### config.mk
export PLATFORM = sky130hd
export DESIGN_NAME = rr_stream_arbiter_flat
export DESIGN_NICKNAME = d
export VERILOG_FILES = /design/src/rtl/rr_stream_arbiter_pkg.sv /design/src/rtl/rr_stream_arbiter_if.sv /design/src/rtl/rr_stream_arbiter_pick.sv /design/src/rtl/rr_stream_arbiter.sv /design/src/flat_wrapper.sv
export SDC_FILE = /design/constraint.sdc
export NUM_CORES = 1
export LEC_CHECK = 0
export CORE_MARGIN = 2
export CORE_UTILIZATION = 26
export CTS_CLUSTER_DIAMETER = 40
export CTS_CLUSTER_SIZE = 10
export DETAILED_ROUTE_END_ITERATION = 6
export HOLD_SLACK_MARGIN = 0.02
export RECOVER_POWER = 100
export SLEW_MARGIN = 5
export SYNTH_ARGS = -nofsm -noshare
export SYNTH_HDL_FRONTEND = slang
export SYNTH_SLANG_ARGS = --single-unit
### constraint.sdc
create_clock -name clk_i -period 4.4 [get_ports clk_i]
set_input_delay 1.1 -clock clk_i [delete_from_list [all_inputs] [get_ports clk_i]]
set_output_delay 1.1 -clock clk_i [all_outputs]
set_load 0.01 [all_outputs]
### src/rtl/rr_stream_arbiter_pkg.sv
// Shared types and helpers for the round-robin stream arbiter.
// Holds the arbitration state encoding and the modular index increment.
package rr_arb_pkg;

  typedef enum logic {
    ARB  = 1'b0,
    LOCK = 1'b1
  } arb_state_t;

  localparam int unsigned IDX_MAX_W = 4;

  // Wraps explicitly at n-1 so non-power-of-2 requester counts rotate correctly.
  function automatic logic [IDX_MAX_W-1:0] next_idx(input logic [IDX_MAX_W-1:0] idx,
                                                    input logic [IDX_MAX_W:0]   n);
    logic [IDX_MAX_W:0] nxt_s;
    nxt_s = {1'b0, idx} + {{IDX_MAX_W{1'b0}}, 1'b1};
    if (nxt_s >= n) begin
      return {IDX_MAX_W{1'b0}};
    end else begin
      return nxt_s[IDX_MAX_W-1:0];
    end
  endfunction

endpackage

### src/rtl/rr_stream_arbiter_if.sv
// Requester-side and output-side handshake bundle of the round-robin arbiter.
interface rr_stream_arbiter_if #(
  parameter int N     = 4,
  parameter int WIDTH = 32,
  parameter int IDW   = $clog2(N)
);
  logic [N-1:0]       valid_in_i;
  logic [N-1:0]       ready_in_o;
  logic [N*WIDTH-1:0] data_in_i;
  logic [N-1:0]       last_in_i;
  logic               valid_out_o;
  logic               ready_out_i;
  logic [WIDTH-1:0]   data_out_o;
  logic               last_out_o;
  logic [IDW-1:0]     id_out_o;

  modport slave (
    input  valid_in_i, data_in_i, last_in_i, ready_out_i,
    output ready_in_o, valid_out_o, data_out_o, last_out_o, id_out_o
  );

  modport master (
    output valid_in_i, data_in_i, last_in_i, ready_out_i,
    input  ready_in_o, valid_out_o, data_out_o, last_out_o, id_out_o
  );
endinterface

### src/rtl/rr_stream_arbiter_pick.sv
// Combinational rotate-priority encoder: first asserted request at or above ptr, wrapping mod N.
module rr_priority_pick #(
  parameter int N   = 4,
  parameter int IDW = $clog2(N)
) (
  input  logic [N-1:0]   req,
  input  logic [IDW-1:0] ptr,
  output logic [N-1:0]   gnt,
  output logic [IDW-1:0] gnt_idx,
  output logic           any
);

  // Search from ptr upward; the candidate index never exceeds 2N-2 before the wrap.
  always_comb begin
    logic [IDW:0] cand_s;
    gnt_idx = '0;
    any     = 1'b0;
    cand_s  = '0;
    for (int i = 0; i < N; i++) begin
      cand_s = {1'b0, ptr} + (IDW+1)'(i);
      if (cand_s >= (IDW+1)'(N)) begin
        cand_s = cand_s - (IDW+1)'(N);
      end else begin
        cand_s = cand_s;
      end
      if (!any && req[cand_s[IDW-1:0]]) begin
        any     = 1'b1;
        gnt_idx = cand_s[IDW-1:0];
      end else begin
        any     = any;
      end
    end
  end

  // One-hot view of the winning index.
  always_comb begin
    if (any) begin
      gnt = {{(N-1){1'b0}}, 1'b1} << gnt_idx;
    end else begin
      gnt = '0;
    end
  end

endmodule

### src/rtl/rr_stream_arbiter.sv
// Round-robin packet arbiter feeding one registered valid/ready output stage.
// A winner keeps the grant until its last beat transfers; ready_in_o is combinational on ready_out_i.
module rr_stream_arbiter
  import rr_arb_pkg::*;
#(
  parameter int N     = 4,
  parameter int WIDTH = 32,
  parameter int IDW   = $clog2(N)
) (
  input  logic                clk_i,
  input  logic                rst_i,
  rr_stream_arbiter_if.slave  bus
);

  arb_state_t       state_r;
  logic [IDW-1:0]   rr_ptr_r;
  logic [IDW-1:0]   lock_id_r;
  logic             full_r;
  logic [WIDTH-1:0] data_r;
  logic             last_r;
  logic [IDW-1:0]   id_r;

  logic [N-1:0]     pick_gnt_s;
  logic [IDW-1:0]   pick_idx_s;
  logic             pick_any_s;
  logic             can_accept_s;
  logic [N-1:0]     ready_in_s;
  logic             in_xfer_s;
  logic [IDW-1:0]   xfer_idx_s;
  logic             xfer_last_s;
  logic [WIDTH-1:0] xfer_data_s;

  rr_priority_pick #(.N(N), .IDW(IDW)) u_pick (
    .req     (bus.valid_in_i),
    .ptr     (rr_ptr_r),
    .gnt     (pick_gnt_s),
    .gnt_idx (pick_idx_s),
    .any     (pick_any_s)
  );

  assign can_accept_s = !full_r || bus.ready_out_i;

  // Grant: the locked requester alone while in a packet, otherwise the round-robin winner.
  always_comb begin
    ready_in_s = '0;
    if (rst_i) begin
      ready_in_s = '0;
    end else if (state_r == LOCK) begin
      ready_in_s[lock_id_r] = can_accept_s;
    end else if (pick_any_s) begin
      ready_in_s = pick_gnt_s & {N{can_accept_s}};
    end else begin
      ready_in_s = '0;
    end
  end

  // Index and payload of the requester that may transfer this cycle.
  always_comb begin
    xfer_data_s = '0;
    if (state_r == LOCK) begin
      xfer_idx_s = lock_id_r;
    end else begin
      xfer_idx_s = pick_idx_s;
    end
    for (int k = 0; k < N; k++) begin
      if (IDW'(k) == xfer_idx_s) begin
        xfer_data_s = bus.data_in_i[k*WIDTH +: WIDTH];
      end else begin
        xfer_data_s = xfer_data_s;
      end
    end
  end

  assign xfer_last_s = bus.last_in_i[xfer_idx_s];
  assign in_xfer_s   = |(bus.valid_in_i & ready_in_s);

  // Arbitration FSM, rotation pointer, packet lock and output register.
  always_ff @(posedge clk_i or posedge rst_i) begin
    if (rst_i) begin
      state_r   <= ARB;
      rr_ptr_r  <= '0;
      lock_id_r <= '0;
      full_r    <= 1'b0;
      data_r    <= '0;
      last_r    <= 1'b0;
      id_r      <= '0;
    end else if (in_xfer_s) begin
      full_r <= 1'b1;
      data_r <= xfer_data_s;
      last_r <= xfer_last_s;
      id_r   <= xfer_idx_s;
      if (xfer_last_s) begin
        state_r  <= ARB;
        rr_ptr_r <= IDW'(next_idx(IDX_MAX_W'(xfer_idx_s), (IDX_MAX_W+1)'(N)));
      end else begin
        state_r   <= LOCK;
        lock_id_r <= xfer_idx_s;
      end
    end else if (bus.ready_out_i) begin
      full_r <= 1'b0;
    end else begin
      full_r <= full_r;
    end
  end

  assign bus.ready_in_o  = ready_in_s;
  assign bus.valid_out_o = full_r;
  assign bus.data_out_o  = data_r;
  assign bus.last_out_o  = last_r;
  assign bus.id_out_o    = id_r;

endmodule

### src/flat_wrapper.sv
// flat-port wrapper written by rule: the top's interface ports become plain ports
module rr_stream_arbiter_flat import rr_arb_pkg::*;
#(
  parameter int N     = 4,
  parameter int WIDTH = 32,
  parameter int IDW   = $clog2(N)
)
  (clk_i, rst_i, bus_valid_in_i, bus_data_in_i, bus_last_in_i, bus_ready_out_i, bus_ready_in_o, bus_valid_out_o, bus_data_out_o, bus_last_out_o, bus_id_out_o);
  rr_stream_arbiter_if #(.N(N), .WIDTH(WIDTH), .IDW(IDW)) bus_i ();
  input  logic clk_i;
  input  logic rst_i;
  input wire logic [$bits(bus_i.valid_in_i)-1:0] bus_valid_in_i;
  input wire logic [$bits(bus_i.data_in_i)-1:0] bus_data_in_i;
  input wire logic [$bits(bus_i.last_in_i)-1:0] bus_last_in_i;
  input wire logic [$bits(bus_i.ready_out_i)-1:0] bus_ready_out_i;
  output wire logic [$bits(bus_i.ready_in_o)-1:0] bus_ready_in_o;
  output wire logic [$bits(bus_i.valid_out_o)-1:0] bus_valid_out_o;
  output wire logic [$bits(bus_i.data_out_o)-1:0] bus_data_out_o;
  output wire logic [$bits(bus_i.last_out_o)-1:0] bus_last_out_o;
  output wire logic [$bits(bus_i.id_out_o)-1:0] bus_id_out_o;
  assign bus_i.valid_in_i = bus_valid_in_i;
  assign bus_i.data_in_i = bus_data_in_i;
  assign bus_i.last_in_i = bus_last_in_i;
  assign bus_i.ready_out_i = bus_ready_out_i;
  assign bus_ready_in_o = bus_i.ready_in_o;
  assign bus_valid_out_o = bus_i.valid_out_o;
  assign bus_data_out_o = bus_i.data_out_o;
  assign bus_last_out_o = bus_i.last_out_o;
  assign bus_id_out_o = bus_i.id_out_o;
  rr_stream_arbiter #(.N(N), .WIDTH(WIDTH), .IDW(IDW)) u_core (.clk_i(clk_i), .rst_i(rst_i), .bus(bus_i));
endmodule
==> results of run 1 <==
==> placed cells by master, fill, tap and decap left out, types with 2 or more instances in the layout <==
master	Yosys	layout
o21ai_0	2	2
ha_1	4	2
inv_1	4	3
dfrtp_1	41	41
nor3b_1	2	2
ha_2	0	2
a21oi_1	101	101
clkbuf_8	0	7
nor3_1	3	3
nor2_1	105	105
nor2b_1	4	5
o211ai_1	2	2
buf_4	1	6
clkdlybuf4s50_1	0	141
nand2_1	9	9
a22oi_1	32	32
nand4_1	2	2
dlygate4sd3_1	0	37
nand2b_1	4	4
mux2i_1	3	3
a21o_1	2	2
o21a_1	2	2
mux2_1	2	3
inv_2	2	3
clkbuf_1	19	3
nand3_1	2	2
==> power groups by stage <==
stage                     Clock (mW)  Combinational (mW)  Sequential [mW]
after floorplan                    0                1.43            0.776
after global placement             0                2.36            0.712
after detailed placement           0                2.39            0.721
after CTS                      0.290                2.40            0.716
after global routing           0.302                2.51            0.736
final                          0.277                2.22            0.705
==> final timing paths <==
kind                                                    from                               endpoint  slack, ns
max                                        bus_valid_in_i[2]                      bus_ready_in_o[1]        0.1
min                        u_core.bus.last_out_o$_DFFE_PP0P_      u_core.bus.last_out_o$_DFFE_PP0P_       0.49
max reg2reg                   u_core.rr_ptr_r[1]$_DFFE_PP0P_  u_core.bus.data_out_o[24]$_DFFE_PP0P_       1.11
min reg2reg                u_core.bus.last_out_o$_DFFE_PP0P_      u_core.bus.last_out_o$_DFFE_PP0P_       0.49
max in group asynchronous                              rst_i  u_core.bus.data_out_o[11]$_DFFE_PP0P_       1.72
min in group asynchronous                              rst_i     u_core.bus.id_out_o[1]$_DFFE_PP0P_       1.47
==> metal layers <==
| layer | vias up | part of all wire |
|---|---|---|
| met5 | - | 0 |
| met4 | 0 | 0.015 |
| li1 | 1644 | - |
| met2 | 126 | 0.50 |
| met3 | 13 | 0.088 |
| met1 | 1468 | 0.40 |
==> sequential cells by signal, indices dropped and copies added, names as in the netlist <==
register	cells
u_core.state_r	1
u_core.rr_ptr_r	2
u_core.bus.last_out_o	1
u_core.bus.valid_out_o	1
u_core.bus.id_out_o	2
u_core.bus.data_out_o	32
u_core.lock_id_r	2
==> critical path, stage by stage <==
cell and delay, ns:
clkdlybuf4s50_1 0.48, clkbuf_1 0.24, nand2b_1 0.09, a21oi_1 0.30, nor3_4 0.10, a21boi_4 0.22
nor2_1 0.07, dlygate4sd3_1 0.60
==> through the flow <==
step / cells / TNS, ns / setup WS [ns] / utilization
finish: 676 / 0 / 0.0984 / 0.462
global placement: 668 / 0 / 0.130 / 0.457
floorplan: 372 / 0 / 0.744 / -
global route: 676 / -0.00919 / -0.00919 / 0.462
CTS: 676 / 0 / 0.103 / 0.467
detailed placement: 668 / 0 / 0.123 / 0.457
==> cell type report <==
cell class                 count  area, um2
fill                        1068       5580
timing repair buffer         189       1850
multi-input combinational    296       1620
sequential                    41       1030
tap                          136        170
clock buffer                   7       96.3
inverter                       6       22.5
clock inverter                 1       5.00
==> logic make-up (layout without fill, tap and decap cells) <==
| family | count (synthesis) | after routing | share of synthesized area |
|---|---|---|---|
| AOI/OAI and AO/OA | 147 | 147 | 0.318 |
| and+or+nand+nor | 138 | 138 | 0.215 |
| DFF | 41 | 41 | 0.369 |
| buffers and inverters | 35 | 203 | 0.0504 |
| muxes | 7 | 7 | 0.0297 |
| adders and majority gates | 4 | 4 | 0.0180 |
==> flow_summary.json, run 1 <==
{
  "power_frac_clock": 0.086,
  "placed_area_um2": 4740,
  "fin_total_pwr_mw": 3.20,
  "cts.sinks": 41,
  "finalNetCount": 682,
  "leakagePower_nw": 1.94,
  "hold_buffers": 0,
  "worstPathMaxFanout": 5,
  "core.rowCount": 37,
  "crit_type": "input port to output port",
  "drt_wl_total_mm": 9.81,
  "core_um2": 10400,
  "synth_common_cells": "nor2_1 (105), a21oi_1 (101), dfrtp_1 (41)",
  "synth_cell_types": 38,
  "cts_buffers": 5,
  "comb_power_share": 0.694,
  "crit_path_start_kind": "input port",
  "cts_resized": 0,
  "grt_pass1_vias": 3125,
  "fin_hold_ws_ns": 0.491,
  "drt_iter0_drc": 209,
  "slew_violations": 29,
  "arrival_ns": 3.20,
  "hpwl_mm": 7.46,
  "clock_latency_ns": 0.30,
  "synth_seq_cells": 41,
  "gp_congestion": 0.814,
  "clock_path_buffers": 2,
  "antenna_found_initial": 0,
  "pwr-share-seq": 0.220,
  "grt-busiest-layer": "met2",
  "tightest_slew_ns": 1.53,
  "synth_edf_count": 0,
  "max-slew-margin-rel": -0.0180,
  "drt-pass1-iter-count": 4,
  "internal-power_mw": 1.70,
  "cp.required_ns": 3.30,
  "fp.dieArea_um2": 11500,
  "outcome": "complete, but fails checks",
  "synth_area_leader_cell": "dfrtp_1",
  "die_y_um": 107,
  "track_usage": 0.168,
  "switching_share": 0.470,
  "hold_path.class": "flip-flop to flip-flop",
  "start_util": 0.268,
  "finClkSkew_ns": 0.00823,
  "die_w_um": 107,
  "vias": 3251,
  "drcViolationCount": 0,
  "use_met1": 0.189,
  "yosysMostFrequentCell": "nor2_1",
  "htreeDepth": 2,
  "synth-main-ff-cell": "dfrtp_1",
  "yosysSeqAreaShare": 0.369,
  "setup_viol": 0,
  "grt_use_met2": 0.299,
  "worst_setup_path_end_kind": "output port",
  "async_reset_ff_frac": 1.00,
  "period_needed_ns": 4.30,
  "fin_crit_sh": 0.978,
  "rsz0062_at_grt": "true",
  "finish.instance_area_um2": 4790,
  "drive_above_1_share": 0.0519,
  "syn_area_per_cell_um2": 7.48,
  "vdd_drop_max_uv": 311,
  "area_growth_pct": 72.1,
  "grt_pass1_wl_mm": 15.2,
  "wire_per_inst_um": 14.5,
  "io_pins": 179,
  "cts-root-buf": "clkbuf_8",
  "synth_nets": 515,
  "antenna_cells": 0,
  "overflow": 0,
  "grt_max_degree": 44,
  "cts_setup_buffers": 0,
  "powerDensity_nw_per_um2": 669,
  "max-cap-violations": 1,
  "hold_depth": 1,
  "fmax_ghz": 0.232,
  "gr-usage-met3": 0.0575,
  "cts_tree": "done",
  "switchingPower_mw": 1.50,
  "violations": "capacitance limit, slew limit",
  "ys_top_cells_by_area": "dfrtp_1 (37%), a21oi_1 (18%), nor2_1 (14%), a22oi_1 (8.6%), clkbuf_1 (2.6%)",
  "drtAntennaViolNets": 0,
  "worst-r2r-cell-count": 14,
  "syn_inst": 372,
  "io_buffer_count": 178,
  "synth_warnings": 0,
  "path_clk_slew_ns": 0.08,
  "routed_via_density": 4.81,
  "netlist.area_leader.share": 0.369,
  "hold_viol": 0,
  "syn-cell-area_um2": 2780
}
(Power assumes the default switching activity.)
==> inputs of run 2 (changes only) <==
--- a/config.mk
+++ b/config.mk
@@ -10,9 +10,11 @@
 export CTS_CLUSTER_DIAMETER = 40
 export CTS_CLUSTER_SIZE = 10
 export DETAILED_ROUTE_END_ITERATION = 6
+export GPL_ROUTABILITY_DRIVEN = 0
 export HOLD_SLACK_MARGIN = 0.02
 export RECOVER_POWER = 100
 export SLEW_MARGIN = 5
 export SYNTH_ARGS = -nofsm -noshare
 export SYNTH_HDL_FRONTEND = slang
+export SYNTH_HIERARCHICAL = 1
 export SYNTH_SLANG_ARGS = --single-unit
==> run 2 against run 1 <==
Effect of this change: the run still ends with capacitance limit, slew limit left; critical path depth is 1 lower; power is 2.9% lower; via count is 0.55% lower; clock skew fell by 0.0045 ns; area after synthesis up 14%; maximum frequency grew 2.4%; die area up 13%; register-to-register slack better by 0.25 ns; sequential cell count stayed put; clock-buffer cell count stayed put; setup slack improved by 0.10 ns; clock power up 38%.
==> flow_summary.json, run 2 <==
{
  "area_growth_pct": 61.7,
  "cts-root-buf": "clkbuf_16",
  "synth_nets": 511,
  "drt_wl_total_mm": 10.3,
  "synth_compound_area_frac": 0.223,
  "fin_setup_tns_ns": 0,
  "outcome": "complete, but fails checks",
  "power_frac_clock": 0.123,
  "worst_setup_path_end_kind": "output port",
  "path_clk_slew_ns": 0.06,
  "powerDensity_nw_per_um2": 608,
  "die_w_um": 114,
  "hpwl_mm": 7.63,
  "hold_buffers": 0,
  "drcViolationCount": 0,
  "max-cap-violations": 1,
  "cts_resized": 0,
  "synth_common_cells": "a21oi_1 (68), nand2_1 (67), dfrtp_1 (41)",
  "leakagePower_nw": 2.06,
  "synth_cell_types": 41,
  "drive_above_1_share": 0.0677,
  "fin_hold_ws_ns": 0.482,
  "synth_mux_area_frac": 0.184,
  "finClkSkew_ns": 0.00373,
  "grt_pass1_wl_mm": 16.1,
  "slew_violations": 42,
  "track_usage": 0.156,
  "syn_inst": 368,
  "vias": 3233,
  "start_util": 0.264,
  "clock_path_buffers": 2,
  "layout_commonest_cell": "clkdlybuf4s50_1",
  "synth_top_family_by_area": "compound AO/OA/AOI/OAI gates",
  "arrival_ns": 3.10,
  "switching_share": 0.425,
  "htreeDepth": 2,
  "core_um2": 12000,
  "cts_tree": "done",
  "yosys.area_share.simple": 0.188,
  "comb_power_share": 0.663,
  "fmax_ghz": 0.238,
  "grt_pass1_vias": 3157,
  "rsz0062_at_grt": "false",
  "cp.required_ns": 3.30,
  "cts_buffers": 5,
  "crit_type": "input port to output port",
  "fin_ws_ns": 0.199,
  "core.rowCount": 40,
  "async_reset_ff_frac": 1.00,
  "yosysSeqAreaShare": 0.324,
  "period_needed_ns": 4.20,
  "pwr-share-seq": 0.214,
  "pre_cts_ws_ns": 0.249,
  "crit_path_start_kind": "input port",
  "io_pins": 179,
  "synthAdderAreaFrac": 0.0158,
  "syn-cell-area_um2": 3160,
  "syn_area_per_cell_um2": 8.59,
  "fin_crit_sh": 0.955,
  "cts_setup_buffers": 0,
  "vdd_drop_max_uv": 393,
  "finalNetCount": 674,
  "synth_seq_cells": 41,
  "drt-pass1-iter-count": 4,
  "routed_via_density": 4.75,
  "hold_path.class": "flip-flop to flip-flop",
  "largest_reg_flops": 32,
  "cts.sinks": 41,
  "synth-main-ff-cell": "dfrtp_1",
  "clock_latency_ns": 0.28,
  "switchingPower_mw": 1.32,
  "internal-power_mw": 1.79,
  "layout_common_cells": "clkdlybuf4s50_1 (139), a21oi_1 (68), nand2_1 (67)",
  "hold_viol": 0,
  "violations": "capacitance limit, slew limit",
  "synth_area_leader_cell": "dfrtp_1",
  "yosys.area_share.xor_xnor": 0,
  "tightest_slew_ns": 2.33,
  "synth_edf_count": 0,
  "placed_area_um2": 5060,
  "setup_viol": 0,
  "synth_warnings": 6,
  "antenna_found_initial": 0,
  "drt_iter0_drc": 115,
  "yosysMostFrequentCell": "a21oi_1",
  "ys_top_cells_by_area": "dfrtp_1 (32%), mux2_4 (13%), a21oi_1 (11%), nand2_1 (8.0%), nand3b_1 (7.6%)",
  "wire_per_inst_um": 15.2,
  "overflow": 0,
  "die_y_um": 114,
  "netlist.area_leader.share": 0.324,
  "finish.instance_area_um2": 5110,
  "worstPathMaxFanout": 8,
  "io_buffer_count": 178,
  "grt_max_degree": 65,
  "max-slew-margin-rel": -0.552,
  "fp.dieArea_um2": 13100,
  "drtAntennaViolNets": 0,
  "fin_util": 0.427
}
run 2: cell count changes in the layout (fill, tap and decap cells not counted), sizes merged, moves of 32 or more:
cell,change
a22oi,-32
o21ai,+34
nand2,+58
a21oi,-32
nor2,-99
mux2,+35
nand3b,+32
run 2: per-layer routing:
| metal | up-vias | global-route usage | share of wire |
|---|---|---|---|
| met5 | - | 0 | 0 |
| met4 | 0 | 0.0366 | 0.015 |
| met3 | 10 | 0.0349 | 0.071 |
| met2 | 127 | 0.279 | 0.49 |
| met1 | 1473 | 0.190 | 0.42 |
| li1 | 1623 | - | - |
run 2: cell type report:
type,instances,area [um2]
flip-flops and latches,41,1030
well taps,147,184
clock inverters,1,5.00
multi-input cells,287,1830
diodes,1,2.50
repair buffers,186,1880
clock buffers,7,153
inverters,10,37.5
fillers,1213,6850
run 2: final timing paths:
path                            slack, ns                                     to                                 start  cells after the start
worst max-delay path                 0.20                      bus_ready_in_o[1]                     bus_valid_in_i[0]                      7
worst min-delay path                 0.48   u_core/bus.data_out_o[8]$_DFFE_PP0P_  u_core/bus.data_out_o[8]$_DFFE_PP0P_                      1
worst max register to register       1.36  u_core/bus.data_out_o[30]$_DFFE_PP0P_        u_core/rr_ptr_r[1]$_DFFE_PP0P_                      8
worst min register to register       0.48   u_core/bus.data_out_o[8]$_DFFE_PP0P_  u_core/bus.data_out_o[8]$_DFFE_PP0P_                      1
max in group asynchronous            0.87  u_core/bus.data_out_o[22]$_DFFE_PP0P_                                 rst_i                      3
min in group asynchronous            2.21  u_core/bus.data_out_o[28]$_DFFE_PP0P_                                 rst_i                      3
run 2: power by group through the flow:
| stage | clock [mW] | combinational (mW) | sequential [mW] |
|---|---|---|---|
| finish | 0.382 | 2.06 | 0.665 |
| global route | 0.421 | 2.30 | 0.693 |
| CTS | 0.402 | 2.35 | 0.678 |
| detailed placement | 0 | 2.34 | 0.683 |
| global placement | 0 | 2.31 | 0.678 |
| floorplan | 0 | 1.49 | 0.718 |
run 2: worst max-delay path: stages:
cell,delay (ns)
dlygate4sd3_1,0.66
nor2_1,0.14
nand2_1,0.07
nor2b_4,0.14
a32o_1,0.25
and2_1,0.15
dlygate4sd3_1,0.59
run 2: cell families after synthesis:
group | count (synthesis)
muxes | 43
adders and majority gates | 4
AOI/OAI and AO/OA | 123
and+or+nand+nor | 117
DFF | 41
buffers and inverters | 40
run 2: per-stage QoR:
stage | std cells | power, mW
2_1_floorplan | 368 | 2.21
3_3_place_gp | 671 | 2.99
3_5_place_dp | 671 | 3.02
4_1_cts | 679 | 3.43
5_1_grt | 679 | 3.42
6_report | 680 | 3.11
==> inputs of run 3 (changes only) <==
--- a/config.mk
+++ b/config.mk
@@ -5,6 +5,7 @@
 export SDC_FILE = /design/constraint.sdc
 export NUM_CORES = 1
 export LEC_CHECK = 0
+export CORE_ASPECT_RATIO = 1.5
 export CORE_MARGIN = 2
 export CORE_UTILIZATION = 26
 export CTS_CLUSTER_DIAMETER = 40
@@ -12,8 +13,8 @@
 export DETAILED_ROUTE_END_ITERATION = 6
 export GPL_ROUTABILITY_DRIVEN = 0
 export HOLD_SLACK_MARGIN = 0.02
+export MAX_ROUTING_LAYER = met4
 export RECOVER_POWER = 100
-export SLEW_MARGIN = 5
 export SYNTH_ARGS = -nofsm -noshare
 export SYNTH_HDL_FRONTEND = slang
 export SYNTH_HIERARCHICAL = 1
==> run 3 against run 2 <==
Effect of this change: the flow still finishes with violations (capacitance limit, slew limit); hold slack improved by 0.0051 ns; routed wire length is 1.3% lower; via count grew 1.2%; non-clock buffer count is 3 higher; first-iteration DRC count down 22%; utilization increased by 0.24 points; sequential cell count is the same; clock skew is 0.0023 ns higher; cell count grew 1.2%; clock power up 3%; largest cell class unchanged.
==> flow_summary.json, run 3 (synthesis results as in run 2) <==
{
  "setup_viol": 0,
  "fmax_ghz": 0.238,
  "fin_setup_tns_ns": 0,
  "vdd_drop_max_uv": 241,
  "cts_tree": "done",
  "slowest_stage": "dlygate4sd3_1",
  "hold_depth": 1,
  "cp_cell_sequence": "dlygate4sd3_1 -> nor2_1 -> nand2_1 -> nor2b_4 -> a32o_1 -> and2_1 -> dlygate4sd3_1",
  "core.rowCount": 49,
  "grt_max_degree": 55,
  "cp_common_cell": "dlygate4sd3_1",
  "finish.instance_area_um2": 5140,
  "largest_reg_flops": 32,
  "rsz0062_at_grt": "false",
  "max-cap-violations": 1,
  "hold-path-endpoint": "u_core/bus.data_out_o[29]$_DFFE_PP0P_",
  "hold_start": "u_core/bus.data_out_o[29]$_DFFE_PP0P_",
  "routed_via_density": 4.76,
  "antenna_found_initial": 0,
  "max-slew-margin-rel": -0.529,
  "drive_above_1_share": 0.0748,
  "start_util": 0.264,
  "cts_buffers": 5,
  "finalNetCount": 677,
  "startpoint": "bus_valid_in_i[0]",
  "wire_per_inst_um": 14.8,
  "io_buffer_count": 178,
  "fp.dieArea_um2": 13100,
  "fin_crit_sh": 0.956,
  "drt_wl_total_mm": 10.2,
  "worst_setup_path_end_kind": "output port",
  "worstPathMaxFanout": 8,
  "placed_area_um2": 5110,
  "cp.required_ns": 3.30,
  "cpPeakStageDelay_ns": 0.66,
  "hold_viol": 0,
  "hold_path.class": "flip-flop to flip-flop",
  "crit_path_start_kind": "input port",
  "worst-r2r-cell-count": 11,
  "vias": 3273,
  "crit_type": "input port to output port",
  "fillers": 1223,
  "path_clk_slew_ns": 0.06,
  "tightest_slew_ns": 2.29,
  "powerDensity_nw_per_um2": 616,
  "area_growth_pct": 62.5,
  "layout_commonest_cell": "clkdlybuf4s50_1",
  "cts.sinks": 41,
  "r2r-end": "u_core/bus.data_out_o[14]$_DFFE_PP0P_",
  "antenna_cells": 0,
  "finClkSkew_ns": 0.00599,
  "slew_violations": 42,
  "cts_setup_buffers": 0,
  "clock_path_buffers": 2,
  "track_usage": 0.162,
  "clock_latency_ns": 0.29,
  "grt_pass1_wl_mm": 16.3,
  "drcViolationCount": 0,
  "hold_buffers": 0,
  "core_um2": 12000,
  "outcome": "complete, but fails checks",
  "io_pins": 179,
  "overflow": 0,
  "reg2reg_setup_slack_ns": 1.31,
  "violations": "capacitance limit, slew limit",
  "leakagePower_nw": 2.07,
  "die_y_um": 139,
  "period_needed_ns": 4.20,
  "drt-pass1-iter-count": 4,
  "layout_common_cells": "clkdlybuf4s50_1 (139), a21oi_1 (68), nand2_1 (67)",
  "cts-root-buf": "clkbuf_16",
  "cts_resized": 0,
  "die_w_um": 94.0,
  "arrival_ns": 3.10,
  "drtAntennaViolNets": 0,
  "drt_iter0_drc": 90,
  "r2r-start": "u_core/rr_ptr_r[0]$_DFFE_PP0P_",
  "hpwl_mm": 7.83,
  "grt_pass1_vias": 3417,
  "htreeDepth": 2
}
[run 3: cell types whose count changed in the layout (fill, tap and decap cells not counted), sizes merged]
cell and delta:
buf +2, clkbuf +1, diode -1
[run 3: worst max-delay path by stage]
stage	to	depth (start not counted)	slack, ns
6_report	bus_ready_in_o[1]	7	0.20
5_1_grt	bus_ready_in_o[2]	7	0.07
4_1_cts	bus_ready_in_o[0]	7	0.22
3_5_place_dp	bus_ready_in_o[0]	7	0.23
3_3_place_gp	bus_ready_in_o[0]	7	0.25
2_1_floorplan	bus_ready_in_o[0]	3	0.79
[run 3: routing by layer]
layer  routed length [um]  up-vias  track usage
met4                  206        0       0.0542
met2                 5590      115        0.298
li1                     -     1627            -
met5                    0        -            -
met3                  465       18       0.0277
met1                 3940     1513        0.171
[run 3: per-stage QoR]
step	hold WS (ns)	utilization	power (mW)	std cells	setup slack, ns
2_1_floorplan	0.504	-	2.21	368	0.786
3_3_place_gp	0.486	0.427	3.03	680	0.254
3_5_place_dp	0.492	0.427	3.06	680	0.231
4_1_cts	0.507	0.440	3.47	688	0.220
5_1_grt	0.505	0.430	3.46	688	0.0687
6_report	0.487	0.430	3.16	688	0.195
[run 3: area by class of cell]
class	instances	area [um2]	area share
clock inverter	1	5.00	0.000974
clock buffer	7	153	0.0297
inverter	10	37.5	0.00731
multi-input combinational	287	1830	0.357
tap	153	191	0.0373
sequential	41	1030	0.200
timing repair buffer	189	1890	0.368
[run 3: critical path: cells and delay by family]
| family | cells | cell delay, ns |
|---|---|---|
| buffers and inverters | 2 | 1.26 |
| AO/OA/AOI/OAI | 1 | 0.24 |
| AND/OR/NAND/NOR | 4 | 0.51 |
[run 3: power breakdown]
| group | switching (mW) | leakage, nW | internal (mW) | total, mW |
|---|---|---|---|---|
| Sequential | 0.116 | 0.511 | 0.553 | 0.669 |
| Clock | 0.152 | 0.0799 | 0.240 | 0.392 |
| Combinational | 1.08 | 1.48 | 1.03 | 2.10 |
